===== src/rtl/uart_tx_periph.sv =====
`default_nettype none
// ============================================================================
// Module   : uart_tx_periph
// Brief    : Memory-mapped UART transmitter with a TX FIFO and a baud-rate FSM.
//            Define UART_TX_PARITY_EN to add an even-parity bit (8E1 frames).
// Revision : 1.0 - initial release
// ============================================================================
module uart_tx_periph #(
    parameter logic [31:0] BASE_ADDR   = 32'h8000_0000,
    parameter int          FIFO_DEPTH  = 8,
    parameter logic [15:0] DEFAULT_DIV = 16'd434
) (
    input  logic        clk,
    input  logic        rst,
    input  logic        cs,
    input  logic        wr,
    input  logic [3:0]  mask,
    input  logic [31:0] addr,
    input  logic [31:0] data_wr,
    output logic [31:0] data_rd,
    output logic        hit,
    output logic        tx,
    output logic        irq
);

    localparam int c_aw = $clog2(FIFO_DEPTH);
    localparam int c_pw = c_aw + 1;
    localparam logic [c_pw-1:0] c_depth   = c_pw'(FIFO_DEPTH);
    localparam logic [c_pw-1:0] c_ptr_one = c_pw'(1);

`ifdef UART_TX_PARITY_EN
    localparam logic c_par_en = 1'b1;
`else
    localparam logic c_par_en = 1'b0;
`endif

    typedef enum logic [2:0] {
        S_IDLE   = 3'd0,
        S_START  = 3'd1,
        S_DATA   = 3'd2,
`ifdef UART_TX_PARITY_EN
        S_PARITY = 3'd4,
`endif
        S_STOP   = 3'd3
    } state_t;

    state_t          r_state;
    logic [7:0]      r_shift;
    logic [2:0]      r_bit_cnt;
    logic [15:0]     r_baud_cnt;
    logic            r_tx;
`ifdef UART_TX_PARITY_EN
    logic            r_par;
`endif
    logic [c_pw-1:0] r_wr_ptr;
    logic [c_pw-1:0] r_rd_ptr;
    logic            r_ovf;
    logic [15:0]     r_div;
    logic [7:0]      r_mem [FIFO_DEPTH];

    logic [1:0]      w_sel;
    logic            w_wr_en;
    logic [c_pw-1:0] w_count;
    logic [3:0]      w_count_nib;
    logic            w_empty;
    logic            w_full;
    logic            w_pop;
    logic            w_push_req;
    logic            w_push;
    logic            w_ovf_clr;
    logic            w_div_wr;
    logic [15:0]     w_div_eff;
    logic [15:0]     w_baud_load;
    logic            w_expire;
    logic            w_busy;
    logic [7:0]      w_head;
    logic [31:0]     w_status;
    logic            w_unused;

    assign hit         = cs && (addr[31:4] == BASE_ADDR[31:4]);
    assign w_sel       = addr[3:2];
    assign w_wr_en     = hit && wr;

    assign w_count     = r_wr_ptr - r_rd_ptr;
    assign w_count_nib = 4'(w_count);
    assign w_empty     = (r_wr_ptr == r_rd_ptr);
    assign w_full      = (w_count == c_depth);
    assign w_pop       = (r_state == S_IDLE) && !w_empty;
    assign w_push_req  = w_wr_en && (w_sel == 2'd0) && mask[0];
    // A simultaneous pop frees the slot, so a push into a full FIFO still lands.
    assign w_push      = w_push_req && (!w_full || w_pop);
    assign w_ovf_clr   = w_wr_en && (w_sel == 2'd1) && mask[0] && data_wr[3];
    assign w_div_wr    = w_wr_en && (w_sel == 2'd2);
    assign w_head      = r_mem[r_rd_ptr[c_aw-1:0]];

    assign w_div_eff   = (r_div == 16'd0) ? 16'd1 : r_div;
    assign w_baud_load = w_div_eff - 16'd1;
    assign w_expire    = (r_baud_cnt == 16'd0);
    assign w_busy      = (r_state != S_IDLE);

    assign w_status = {20'd0, w_count_nib, 3'd0, c_par_en, r_ovf, w_empty, w_full, w_busy};
    assign w_unused = &{1'b0, addr[1:0], data_wr[31:16], mask[3:2]};

    assign tx  = r_tx;
    assign irq = w_empty && (r_state == S_IDLE);

    always_comb begin
        data_rd = 32'd0;
        if (hit && !wr) begin
            case (w_sel)
                2'd1:    data_rd = w_status;
                2'd2:    data_rd = {16'd0, r_div};
                default: data_rd = 32'd0;
            endcase
        end
    end

    always_ff @(posedge clk) begin
        if (w_push) begin
            r_mem[r_wr_ptr[c_aw-1:0]] <= data_wr[7:0];
        end
    end

    always_ff @(posedge clk or posedge rst) begin
        if (rst) begin
            r_wr_ptr <= '0;
            r_rd_ptr <= '0;
            r_ovf    <= 1'b0;
            r_div    <= DEFAULT_DIV;
        end else begin
            if (w_push) begin
                r_wr_ptr <= r_wr_ptr + c_ptr_one;
            end
            if (w_pop) begin
                r_rd_ptr <= r_rd_ptr + c_ptr_one;
            end
            if (w_push_req && !w_push) begin
                r_ovf <= 1'b1;
            end else if (w_ovf_clr) begin
                r_ovf <= 1'b0;
            end
            if (w_div_wr && mask[0]) begin
                r_div[7:0] <= data_wr[7:0];
            end
            if (w_div_wr && mask[1]) begin
                r_div[15:8] <= data_wr[15:8];
            end
        end
    end

    // Every bit start reloads the baud counter from the live divider.
    always_ff @(posedge clk or posedge rst) begin
        if (rst) begin
            r_state    <= S_IDLE;
            r_shift    <= 8'd0;
            r_bit_cnt  <= 3'd0;
            r_baud_cnt <= 16'd0;
            r_tx       <= 1'b1;
`ifdef UART_TX_PARITY_EN
            r_par      <= 1'b0;
`endif
        end else begin
            case (r_state)
                S_IDLE: begin
                    if (w_pop) begin
                        r_shift    <= w_head;
`ifdef UART_TX_PARITY_EN
                        r_par      <= ^w_head;
`endif
                        r_bit_cnt  <= 3'd0;
                        r_baud_cnt <= w_baud_load;
                        r_tx       <= 1'b0;
                        r_state    <= S_START;
                    end
                end
                S_START: begin
                    if (w_expire) begin
                        r_baud_cnt <= w_baud_load;
                        r_tx       <= r_shift[0];
                        r_state    <= S_DATA;
                    end else begin
                        r_baud_cnt <= r_baud_cnt - 16'd1;
                    end
                end
                S_DATA: begin
                    if (w_expire) begin
                        r_baud_cnt <= w_baud_load;
                        if (r_bit_cnt == 3'd7) begin
`ifdef UART_TX_PARITY_EN
                            r_tx    <= r_par;
                            r_state <= S_PARITY;
`else
                            r_tx    <= 1'b1;
                            r_state <= S_STOP;
`endif
                        end else begin
                            r_shift   <= {1'b0, r_shift[7:1]};
                            r_tx      <= r_shift[1];
                            r_bit_cnt <= r_bit_cnt + 3'd1;
                        end
                    end else begin
                        r_baud_cnt <= r_baud_cnt - 16'd1;
                    end
                end
`ifdef UART_TX_PARITY_EN
                S_PARITY: begin
                    if (w_expire) begin
                        r_baud_cnt <= w_baud_load;
                        r_tx       <= 1'b1;
                        r_state    <= S_STOP;
                    end else begin
                        r_baud_cnt <= r_baud_cnt - 16'd1;
                    end
                end
`endif
                S_STOP: begin
                    if (w_expire) begin
                        r_state <= S_IDLE;
                    end else begin
                        r_baud_cnt <= r_baud_cnt - 16'd1;
                    end
                end
                default: begin
                    r_tx    <= 1'b1;
                    r_state <= S_IDLE;
                end
            endcase
        end
    end

endmodule
`default_nettype wire


===== config.mk =====
export PLATFORM = sky130hd
export DESIGN_NAME = uart_tx_periph
export DESIGN_NICKNAME = d
export VERILOG_FILES = /design/src/rtl/uart_tx_periph.sv
export SDC_FILE = /design/constraint.sdc
export NUM_CORES = 1
export LEC_CHECK = 0
export ABC_AREA = 0
export BUFFER_PORTS_ARGS = -buffer_cell sky130_fd_sc_hd__buf_4
export CAP_MARGIN = 5
export CORE_MARGIN = 2
export CORE_UTILIZATION = 35
export DETAILED_ROUTE_END_ITERATION = 10
export GPL_TIMING_DRIVEN = 0
export PLACE_DENSITY = 0.65
export SYNTH_ARGS = -nofsm -noshare
export SYNTH_HDL_FRONTEND = slang
export SYNTH_SLANG_ARGS = --single-unit

===== constraint.sdc =====
create_clock -name clk -period 3.3 [get_ports clk]
set_clock_uncertainty 0.1 [all_clocks]
set_input_delay 0.165 -clock clk [delete_from_list [all_inputs] [get_ports clk]]
set_output_delay 0.165 -clock clk [all_outputs]
set_load 0.01 [all_outputs]

-- After elaboration in Yosys (flattened, before gate mapping)
Memory sizes are Yosys's and may differ from the RTL's.
Index checks and enable logic that the tools add are counted.
- add/subtract/negate cells: 6
- eq/ne operators: 16
- mux-type cells: 30
- bitwise operators: 1
- reductions and logical operators: 33
- operators by type and width (operator ; number):
    $mux 16 ; 4
    $pmux 16 s3 ; 1
    $logic_not 16->1 ; 2
    $mux 32 ; 1
    $pmux 16 s2 ; 1
    $sub 16x1->16 const B ; 2
    $eq 28x28->1 const B ; 1
    $mux 3 ; 8
    $mux 8 ; 3
    $pmux 8 s2 ; 1
    $logic_and 1x1->1 ; 15
    $ne 2x2->1 const B ; 7
    $pmux 3 s4 ; 1
    $add 4x1->4 const B ; 2
    $mux 1 ; 8
    $reduce_and 4->1 ; 2
    $eq 3x2->1 const B ; 2
    $pmux 3 s2 ; 1
    $reduce_bool 3->1 ; 2
    $reduce_and 5->1 ; 1
    $eq 4x4->1 ; 1
    $eq 4x4->1 const B ; 1
    $logic_not 1->1 ; 4
    $pmux 1 s4 ; 1
    other kinds (13) ; 14
- flip-flop bits (word level): 56
- bits in writable memories: 64
- input bits: 72
- word-level logic and storage cells: 97
- memories kept: 1
- memory list (name ; words ; bits a word ; rd ports ; clocked after memory_dff ; wr ports ; line ; text):
    r_mem ; 8 ; 8 ; 1 ; 0 ; 1 ; 59 ; logic [7:0] r_mem [FIFO_DEPTH];

-- Depth between registers and ports, before layout
- depth in word-level cells: 9
- mapped depth: 10
- gate-level depth less buffers: 8

-- Least setup slack after synthesis
Ideal clock, no wire load.
- path kind: flip-flop to flip-flop
- start point: reg r_rd_ptr[1]
- end point: mem r_mem[0][0], enable pin
- data arrival time: 2.960 ns
- data required time: 2.805 ns
- slack: -0.155 ns
- stages on the path, launching flop included: 10
- cell sequence: dfrtp_1 -> clkbuf_1 -> clkbuf_1 -> inv_1 -> ha_1 -> nand3b_1 -> a21oi_1 -> nand4b_1 -> nand4_2 -> nor4_1
- cells in the longest elaborated chain, start to end: 7
- ends and longest elaborated chain (element ; line ; text):
    start, declared ; 56 ; logic [c_pw-1:0] r_rd_ptr;
    start signal, assigned ; 135 ; r_rd_ptr <= r_rd_ptr + c_ptr_one;
    $sub 4x4->4 / $eq 4x4->1 (equally long branches) ; 84, 86 ;
    $eq 4x4->1 / $logic_not 1->1 (equally long branches) ; 87, 88 ;
    $logic_not 1->1 / $logic_and 1x1->1 (equally long branches) ; 91, 88 ;
    $logic_or 1x1->1 * ; 91 ; assign w_push = w_push_req && (!w_full || w_pop);
    $logic_and 1x1->1 * ; 91 ;
    $mux 1 * ; 119 ; if (w_push) begin
    $mux 1 (implied by the code) * ; 120 ; r_mem[r_wr_ptr[c_aw-1:0]] <= data_wr[7:0];
    end, declared ; 59 ;
Mark *: on every way between the ends. The rest lies on a longest branch, timed or not.

-- Final worst setup path
- start point: reg r_wr_ptr[0]
- end point: mem r_mem[3][5], enable pin
- cells in the longest elaborated chain, start to end: 7
- ends and longest elaborated chain (element ; line ; text):
    start, declared ; 55 ; logic [c_pw-1:0] r_wr_ptr;
    start signal, assigned ; 132 ; r_wr_ptr <= r_wr_ptr + c_ptr_one;
    $sub 4x4->4 / $eq 4x4->1 (equally long branches) ; 84, 86 ;
    $eq 4x4->1 / $logic_not 1->1 (equally long branches) ; 87, 88 ;
    $logic_not 1->1 / $logic_and 1x1->1 (equally long branches) ; 91, 88 ;
    $logic_or 1x1->1 ; 91 ;
    $logic_and 1x1->1 ; 91 ;
    $mux 1 ; 119 ;
    $mux 1 (implied by the code) ; 120 ;
Several ways; a longest one is shown, not always the timed one.

==> summary.md <==
| Metric | Value |
|---|---|
| Highest clock frequency the design can meet | 320.1 MHz |
| Placed wire-length estimate after detailed placement | 10870 µm |
| Critical path buffers and inverters | 3 |
| Clk Latency, worst-skew pair | 0.41 ns |
| Detailed-route wire length per cell | 16.89 µm |
| Inserted Clock Buffers | 17 |
| Distinct cell type count after synthesis | 70 |
| Tightest Pin Transition | 0.8451 ns |
| Wire length of the first global-routing pass | 24110 µm |
| Detailed Route Iter0 Violations | 465 |
| Post-placement setup slack | -0.9107 ns |
| Leakage power | 3.429 nW |
| Post-route fraction of the period consumed by the critical path | 94.67% |
| Setup WS post-layout | 0.1760 ns |
| Final Routed Wirelength | 14910 µm |
| Outcome | finished, final reports clean |
| Area growth from synthesis to layout | 30.33% |
| Flop-to-flop setup slack | 0.18 ns |
| Crit start category | flip-flop |
| Overflow left after global routing | 0 |
| Number of instances in the synthesized netlist | 505 |
| Post-synthesis cell area | 6230 µm² |
| Std-Cell Rows | 48 |
| Residual DRC | 0 |
| Arrival time of the worst setup path | 3.14 ns |
| Number of antenna violations at the first check in global routing | 0 |
| Global placement routability congestion | 0.8154 |
| MaxCap Viol Count | 0 |
| Mean number of vias per cell | 5.296 |
| Flip-flop and latch count after synthesis | 119 |
| Largest net degree at the start of global routing | 35 |
| Top cell type by total area after synthesis | sky130_fd_sc_hd__edfxtp_1 |
| Worst vdd ir | 0.0004044 V |
| Final Hold Viols | 0 |
| Via total after detailed routing | 4676 |
| Clock transition time at the flip-flop clock pins of the worst setup and hold paths | 0.05 ns |
| Final Total Pwr | 0.003493 W |
| Final ANT Viol Nets | 0 |
| Primary FF master, synth | sky130_fd_sc_hd__edfxtp_1 |
| Number of antenna cells inserted | 0 |
| Proportion of synthesized chip area in sequential cells | 53.06% |
| Root buffer cell | sky130_fd_sc_hd__clkbuf_16 |
| Endpoint required time on the critical path | 3.32 ns |
| Total I/O pin count | 107 |
| Port Buffer Count | 69 |
| Via count of the first global-routing pass | 4579 |
| Critical path type | flip-flop to flip-flop |
| Total routing usage reported by global routing | 16.88% |
| Finish-stage setup viols | 0 |
| Area share of the largest cell type after synthesis | 30.85% |
| Num Clock Sinks | 119 |
| Post-synth EDFFs | 64 |
| Mean post-synth cell area | 12.34 µm² |
| Initial core utilization | 35.89% |
| Die area | 18880 µm² |
| Router iterations before antenna repair | 5 |
| Crit path largest cell delay | 0.47 ns |
| Slew margin rel. | 43.14% |
| Maximum buffer depth of the clock tree | 2 |
| Power per Cell Area | 430.2 nW/µm² |
| Die boundary height | 137.4 µm |
| Tmin final | 3.124 ns |
| Total number of H-tree levels | 4 |
| Cell with the largest stage delay on the worst path | sky130_fd_sc_hd__dfrtp_2 |
| Path class of the lowest-slack min-delay path | primary input to flip-flop |
| CTS tree | built |
| Cells along the critical path | clkinvlp_4, ha_1, fa_1, xor2_1, and3_1, nand4b_1, nand4_4, buf_12, nor4_4, buf_4 |
| Proportion of synthesized flip-flops having asynchronous set or reset | 46.22% |
| Largest cells by area after synthesis | sky130_fd_sc_hd__edfxtp_1 (31%), sky130_fd_sc_hd__dfrtp_1 (20%), sky130_fd_sc_hd__mux4_2 (5.8%) |
| RSZ-0062 raised after global routing | false |
| Largest delay share family, worst path | simple AND/OR/NAND/NOR gates |
| Ratio of cells with drive above 1 in the final layout | 32.98% |
| CP max FO | 9 |
| Warnings from Yosys | 0 |
| Core Footprint | 17360 µm² |
| Critical path capture point type | flip-flop |
| Number of nets in the layout | 735 |
| Final-report max-slew violation count | 0 |
| Horizontal die dimension | 137.4 µm |
==> cell usage after synthesis, types with 2 or more instances <==
library cell / number
sky130_fd_sc_hd__xnor2_1: 10
sky130_fd_sc_hd__nand4b_1: 2
sky130_fd_sc_hd__nand4_1: 8
sky130_fd_sc_hd__nand3_1: 11
sky130_fd_sc_hd__nand2_1: 25
sky130_fd_sc_hd__dfrtp_1: 49
sky130_fd_sc_hd__a21oi_1: 11
sky130_fd_sc_hd__or3_1: 6
sky130_fd_sc_hd__nor4_1: 18
sky130_fd_sc_hd__edfxtp_1: 64
sky130_fd_sc_hd__o21ai_0: 25
sky130_fd_sc_hd__buf_4: 17
sky130_fd_sc_hd__nor2_1: 28
sky130_fd_sc_hd__a2bb2oi_1: 3
sky130_fd_sc_hd__o21bai_1: 3
sky130_fd_sc_hd__xor2_1: 6
sky130_fd_sc_hd__nor3_1: 14
sky130_fd_sc_hd__mux2i_1: 11
sky130_fd_sc_hd__and4_1: 3
sky130_fd_sc_hd__dfstp_2: 6
sky130_fd_sc_hd__a21o_1: 3
sky130_fd_sc_hd__and2_1: 10
sky130_fd_sc_hd__mux4_2: 16
sky130_fd_sc_hd__o311ai_0: 3
sky130_fd_sc_hd__a211o_1: 4
sky130_fd_sc_hd__mux2_2: 28
sky130_fd_sc_hd__ha_1: 16
sky130_fd_sc_hd__o22ai_1: 6
sky130_fd_sc_hd__a22oi_1: 4
sky130_fd_sc_hd__and3_1: 4
sky130_fd_sc_hd__inv_1: 19
sky130_fd_sc_hd__nand4_2: 2
sky130_fd_sc_hd__or4_1: 3
sky130_fd_sc_hd__nor2b_1: 4
sky130_fd_sc_hd__nand3b_1: 3
sky130_fd_sc_hd__nor3b_1: 3
sky130_fd_sc_hd__a22o_1: 6
sky130_fd_sc_hd__o32ai_1: 2
sky130_fd_sc_hd__buf_2: 8
sky130_fd_sc_hd__clkbuf_1: 10
sky130_fd_sc_hd__nor4b_1: 2
==> cell families (layout without fill, tap and decap cells) <==
logic type	Yosys count	count (layout)	share of synthesized area, %
simple gates	154	154	14.22
flops	119	119	53.06
compound gates	87	87	9.701
buf+inv	56	194	4.559
mux	55	55	12.61
fa+ha+maj	17	17	3.535
xor+xnor	16	16	2.249
other cells	1	16	0.06020
==> repair_timing <==
item,in CTS,in global routing
endpoints found under the setup margin,98,46
gates resized for setup,15,3
setup buffers,8,6
hold buffers,18,0
endpoints found under the hold margin,101,0
pin swaps,7,1
==> sequential cells by signal, summed over array words and instances (netlist names) <==
signal	cells
r_wr_ptr	4
r_div	16
r_shift	8
r_state	2
r_mem	64
r_baud_cnt	16
r_rd_ptr	4
tx	1
r_bit_cnt	3
r_ovf	1
==> tightest hold or removal path: stages <==
cell	delay, ns
sky130_fd_sc_hd__buf_1	0.19
sky130_fd_sc_hd__nand4_1	0.14
sky130_fd_sc_hd__o2bb2ai_1	0.08
==> final timing paths <==
path,start,end,depth (start not counted)
max,r_wr_ptr[0],r_mem[3][5],10
min,wr,r_ovf,3
max reg2reg,r_wr_ptr[0],r_mem[3][5],10
min reg2reg,r_shift[7],r_shift[7],1
max in group asynchronous,rst,r_div[8],4
min in group asynchronous,rst,r_bit_cnt[0],3
==> layout make-up <==
class / instances / area, µm²
Fill cell: 1561 / 9238
Sequential cell: 119 / 3308
Multi-Input combinational cell: 345 / 2818
Timing Repair Buffer: 109 / 888.4
Clock buffer: 18 / 429.2
Tap cell: 225 / 281.5
Buffer: 34 / 205.2
Clock inverter: 13 / 110.1
Inverter: 20 / 78.83
==> cells in the final DEF (no fill, tap or decap), types with 17 or more instances in the layout <==
cell                            count
sky130_fd_sc_hd__buf_4            107
sky130_fd_sc_hd__o21ai_0           25
sky130_fd_sc_hd__nand2_1           25
sky130_fd_sc_hd__edfxtp_1          64
sky130_fd_sc_hd__clkbuf_16         17
sky130_fd_sc_hd__dfrtp_1           47
sky130_fd_sc_hd__nor2_1            28
sky130_fd_sc_hd__dlygate4sd3_1     18
sky130_fd_sc_hd__inv_1             17
sky130_fd_sc_hd__mux2_2            28
==> metal layers <==
metal  global-route usage (%)  up-vias  wire (µm)
met4                    5.956        0        213
li1                         -     2203          -
met1                    22.14     2283       6581
met3                    3.642       17        881
met5                        0        -          0
met2                    27.64      173       7237
==> stage by stage <==
step                cells  area (µm²)  util, %  hold WS [ns]  setup TNS [ns]
CTS                   879        8077    46.53       0.07020               0
global route          883        8119    46.78        0.1388               0
floorplan             520        6286        -        0.1639          -8.670
detailed placement    822        7202    41.49        0.1400          -57.46
finish                883        8119    46.78        0.1077               0
global placement      814        7086    40.82        0.2998         -100.89
==> power by group <==
group / switching (W) / leakage, nW / internal (W)
Clock: 0.000650 / 0.260 / 0.00102
Combinational: 0.0000872 / 1.85 / 0.000109
Sequential: 0.0000188 / 1.32 / 0.00161
Total: 0.000755 / 3.43 / 0.00274
Note: power is estimated with default switching activity, not from simulation.
